### config.mk
export PLATFORM = sky130hd
export DESIGN_NAME = apb_master_fsm
export DESIGN_NICKNAME = d
export VERILOG_FILES = /design/src/rtl/apb_master_fsm.sv
export SDC_FILE = /design/constraint.sdc
export NUM_CORES = 1
export LEC_CHECK = 0
export BUFFER_PORTS_ARGS = -buffer_cell sky130_fd_sc_hd__buf_2
export CAP_MARGIN = 20
export CORE_ASPECT_RATIO = 1.25
export CORE_MARGIN = 10
export CORE_UTILIZATION = 48
export CTS_BUF_LIST = sky130_fd_sc_hd__clkbuf_4
export CTS_CLUSTER_DIAMETER = 120
export DETAILED_ROUTE_END_ITERATION = 8
export PLACE_DENSITY = 0.87
export SYNTH_ARGS = -nofsm -noshare
export SYNTH_HDL_FRONTEND = slang
export SYNTH_SLANG_ARGS = --single-unit
### constraint.sdc
create_clock -name clk -period 4.1 [get_ports clk]
set_clock_uncertainty 0.2 [all_clocks]
set_input_delay 0.205 -clock clk [delete_from_list [all_inputs] [get_ports clk]]
set_output_delay 0.205 -clock clk [all_outputs]
set_load 0.05 [all_outputs]
### src/rtl/apb_master_fsm.sv
// APB4 requester stage of the AXI-to-APB bridge: pops merged requests, runs
// SETUP/ACCESS transfers and pushes one response per transfer, with a wait-state timeout.
module apb_master_fsm #(
  parameter int unsigned AddrWidth = 32,
  parameter int unsigned DataWidth = 32,
  parameter int unsigned Timeout   = 16
) (
  input  logic                   clk,
  input  logic                   reset_n,
  input  logic                   req_empty,
  output logic                   req_pop,
  input  logic                   req_write,
  input  logic [AddrWidth-1:0]   req_addr,
  input  logic [DataWidth-1:0]   req_wdata,
  input  logic [DataWidth/8-1:0] req_strb,
  input  logic [2:0]             req_prot,
  input  logic                   rsp_full,
  input  logic                   rsp_almost_full,
  output logic                   rsp_push,
  output logic                   rsp_write,
  output logic [DataWidth-1:0]   rsp_rdata,
  output logic [1:0]             rsp_resp,
  output logic                   psel,
  output logic                   penable,
  output logic                   pwrite,
  output logic [AddrWidth-1:0]   paddr,
  output logic [DataWidth-1:0]   pwdata,
  output logic [DataWidth/8-1:0] pstrb,
  output logic [2:0]             pprot,
  input  logic                   pready,
  input  logic                   pslverr,
  input  logic [DataWidth-1:0]   prdata
);

  localparam int unsigned CntWidth = (Timeout > 2) ? $clog2(Timeout) : 1;
  localparam logic [CntWidth-1:0] CntLast = (Timeout > 0) ? CntWidth'(Timeout - 1) : '0;

  typedef enum logic [1:0] {IDLE, SETUP, ACCESS} state_t;

  state_t                state, state_nxt;
  logic [CntWidth-1:0]   cnt, cnt_nxt;
  logic                  psel_nxt, penable_nxt;
  logic                  load;
  logic                  start_ok, chain_ok;
  logic                  timed_out;

  // The response slot is reserved at start: full gates a fresh start, almost_full gates chaining.
  assign start_ok = !req_empty && !rsp_full;
  assign chain_ok = !req_empty && !rsp_almost_full;

  always_comb begin
    state_nxt   = state;
    cnt_nxt     = cnt;
    psel_nxt    = psel;
    penable_nxt = penable;
    load        = 1'b0;
    timed_out   = 1'b0;
    rsp_push    = 1'b0;
    rsp_resp    = 2'b00;
    case (state)
      IDLE: begin
        psel_nxt    = 1'b0;
        penable_nxt = 1'b0;
        cnt_nxt     = '0;
        if (start_ok) begin
          load      = 1'b1;
          state_nxt = SETUP;
          psel_nxt  = 1'b1;
        end
      end
      SETUP: begin
        state_nxt   = ACCESS;
        psel_nxt    = 1'b1;
        penable_nxt = 1'b1;
      end
      ACCESS: begin
        timed_out = (Timeout != 0) && !pready && (cnt == CntLast);
        if (pready || timed_out) begin
          rsp_push = 1'b1;
          rsp_resp = ((pready && pslverr) || timed_out) ? 2'b10 : 2'b00;
          cnt_nxt  = '0;
          if (chain_ok) begin
            load        = 1'b1;
            state_nxt   = SETUP;
            penable_nxt = 1'b0;
          end else begin
            state_nxt   = IDLE;
            psel_nxt    = 1'b0;
            penable_nxt = 1'b0;
          end
        end else begin
          cnt_nxt = cnt + 1'b1;
        end
      end
      default: begin
        state_nxt   = IDLE;
        psel_nxt    = 1'b0;
        penable_nxt = 1'b0;
      end
    endcase
  end

  // Pop is combinational off the request FIFO flags, so it must be masked while reset is held.
  assign req_pop   = load && reset_n;
  assign rsp_write = pwrite;
  assign rsp_rdata = (!pwrite && pready) ? prdata : '0;

  always_ff @(posedge clk or negedge reset_n) begin
    if (!reset_n) begin
      state   <= IDLE;
      cnt     <= '0;
      psel    <= 1'b0;
      penable <= 1'b0;
      pwrite  <= 1'b0;
      paddr   <= '0;
      pwdata  <= '0;
      pstrb   <= '0;
      pprot   <= '0;
    end else begin
      state   <= state_nxt;
      cnt     <= cnt_nxt;
      psel    <= psel_nxt;
      penable <= penable_nxt;
      if (load) begin
        pwrite <= req_write;
        paddr  <= req_addr;
        pwdata <= req_write ? req_wdata : '0;
        pstrb  <= req_write ? req_strb : '0;
        pprot  <= req_prot;
      end
    end
  end

endmodule
==> flow_summary.yaml <==
placed_design:
  portBuffers: 220
  post-dp-hpwl_um: 8854
  pre_cts_ws_ps: 1193
  place_congestion: 0.8141
clock_tree:
  clock_latency_ps: 410
  cts_tree: "yes"
  cts_setup_buffers: 0
  numCtsBuffers: 9
  ctsHoldBuffers: 76
  clkTransAtPathRegs_ps: 130
  root_buffer: "clkbuf_4"
  cts_sinks: 80
  max-clock-path-buffers: 2
  ctsResizeCount: 0
  h-tree-depth: 3
worst_setup_path:
  crit_slowest_cell: "o41ai_4"
  crit_arrival_ps: 3000
  cp.required_ps: 3690
  slowest_delay_ps: 860
  crit_path_end_kind: "output port"
  cp_cell_sequence: "ha_1 -> a31oi_2 -> o41ai_4 -> buf_12 -> and2_1 -> buf_2"
  crit_path_max_fanout: 63
  path_class: "register to output port"
  cp-start-kind: "register"
finish:
  mostFrequentLayoutCells: "219 x buf_2, 80 x dfrtp_1, 76 x dlygate4sd3_1"
  drive_gt1_share_pct: 40.75
  ff_latch_area_um2: 2002
  num-nets-final: 718
  area_growth_pct: 55.60
  antennaDiodeCount: 0
  multi_input_area_um2: 1348
  layout_commonest_cell: "buf_2"
  finalCoreUtilization_pct: 76.58
  num-fill-cells: 483
global_route:
  gr-usage-met2_pct: 41.37
  grt_max_degree: 81
  grt_use_met1_pct: 19.92
  grt-ovfl-total: 0
  busiest_layer: "met2"
  grt_util_met3_pct: 8.514
  antenna_found_initial: 0
  grt_pass1_wl_um: 19850
  grt_pass1_vias: 3800
  grt_util_all_layers_pct: 21.68
detailed_routing:
  first_pass_iters: 4
  drc: 0
  vias_per_cell: 4.807
  routed_wl_um: 12570
  wl_per_cell_um: 17.89
  drtAntennaViolNets: 0
  drtIter0Drc: 110
  num_vias: 3379
timing:
  fin_setup_tns_ps: 0
  tightest_slew_ps: 982.2
  fmax_ghz: 0.2939
  relSlewSlack_pct: 34.52
  period_share_pct: 82.98
  slew_violations: 0
  hold_viol: 0
  report.final.setup_viol: 0
  fin_crit_ps: 3402
  final.setup.worst_slack_ps: 697.7
  rsz0062_at_grt: "no"
floorplan:
  coreArea_um2: 7357
  dieHeight_um: 117.1
  die_w_um: 97.69
  ios: 222
  start_util_pct: 49.22
  dieArea_um2: 11440
  num_rows: 35
min_path:
  min-delay-path-class: "input port to register"
power_and_ir_drop:
  leakagePower_nw: 2.969
  internal-power_w: 0.001715
  finalPower_w: 0.003598
  p_clk_share_pct: 12.7
  swShare_pct: 52.33
  combPwrFrac_pct: 54.4
  net-switching-power_w: 0.001883
  ir_worst_vdd_mv: 0.5696
  power.density_nw_per_um2: 638.6
  p_seq_share_pct: 32.9
logic_synthesis:
  ys_seq_elements: 80
  yosysWarnings: 0
  synth.distinct_cells: 24
  syn_nets: 427
  ys_seq_area_share_pct: 55.29
  syn-cell-area_um2: 3621
  syn_avg_cell_area_um2: 11.50
  netlist_instances: 315
status:
  status: "complete, no violations"
flow_run:
  cap_violations: 0
-- power groups by stage --
stage | Combinational [W] | Clock [W] | Sequential [W]
5_1_grt | 0.00205 | 0.000501 | 0.00122
2_1_floorplan | 0.000520 | 0 | 0.00209
3_5_place_dp | 0.00190 | 0 | 0.00120
6_report | 0.00196 | 0.000456 | 0.00118
4_1_cts | 0.00196 | 0.000476 | 0.00118
3_3_place_gp | 0.00186 | 0 | 0.00117
-- flip-flops by register name, indices dropped and copies added, names as in the netlist --
signal	count
state	2
cnt	4
pwrite	1
penable	1
pstrb	4
pprot	3
paddr	32
psel	1
pwdata	32
-- area by class of cell --
cell class,count,share of cell area (%)
timing repair buffer,298,33.58
sequential,80,35.53
clock buffer,9,1.199
clock inverter,7,1.266
tap,92,2.043
inverter,37,2.465
multi-input combinational,180,23.92
-- per-stage QoR --
| step | hold WS, ps | std cells | cell area [um^2] |
|---|---|---|---|
| final | 142.9 | 703 | 5634 |
| after global routing | 156.2 | 703 | 5634 |
| after CTS | 108.2 | 703 | 5632 |
| after detailed placement | 225.9 | 611 | 4732 |
| after global placement | 220.1 | 611 | 4732 |
| after floorplan | -290.6 | 315 | 3621 |
-- critical path, delay by kind of cell, from the launching register on --
family / cells / cell delay [ps]
DFF: 1 / 420
and+or+nand+nor: 1 / 180
buffers and inverters: 2 / 670
adders and majority gates: 1 / 250
AOI/OAI and AO/OA: 2 / 1060
-- Yosys cell counts --
cell type,n,area share [%]
o211ai_1,1,0.21
buf_8,1,0.41
nand2b_1,3,0.52
inv_1,37,3.8
mux2_1,26,8.1
buf_6,6,1.9
nand2_1,43,4.5
o41ai_4,1,0.76
nor3_1,1,0.14
and2_1,33,5.7
mux2i_1,37,10
dfrtp_1,80,55
a31oi_2,1,0.35
mux2_2,10,3.1
or4_1,2,0.41
o21ai_0,4,0.55
clkbuf_1,8,0.83
a31oi_1,1,0.17
nor2_1,6,0.62
nand3_1,5,0.69
conb_1,1,0.10
buf_4,3,0.62
nor2b_1,4,0.69
ha_1,1,0.35
-- kinds of logic (layout without fill, tap and decap cells) --
| group | count (synthesis) | count (layout) | share of synthesized area [%] |
|---|---|---|---|
| simple gates | 97 | 97 | 13.23 |
| fa+ha+maj | 1 | 1 | 0.3455 |
| buf+inv | 55 | 351 | 7.567 |
| mux | 73 | 73 | 21.42 |
| compound gates | 8 | 8 | 2.039 |
| other cells | 1 | 1 | 0.1036 |
| flops | 80 | 80 | 55.29 |
-- routing by layer --
metal  share of wire (%)  vias to the layer above  wire length (um)
li1                    -                     1581                 -
met1                  33                     1598              4171
met2                  55                      170              6945
met3                 8.6                       30              1080
met4                 3.0                        0               376
met5                   0                        -                 0
-- final timing paths --
path                       startpoint    endpoint  slack, ps  cells after the start
setup / recovery               cnt[0]     req_pop        700                      6
hold / removal              req_write  pwdata[25]        140                      3
setup reg to reg               cnt[0]    pprot[2]       1190                      5
hold reg to reg             paddr[23]   paddr[23]        300                      1
max in group asynchronous     reset_n  pwdata[14]       2690                      3
min in group asynchronous     reset_n   paddr[27]        360                      3
No activity file was read; power rests on OpenSTA's default activity.
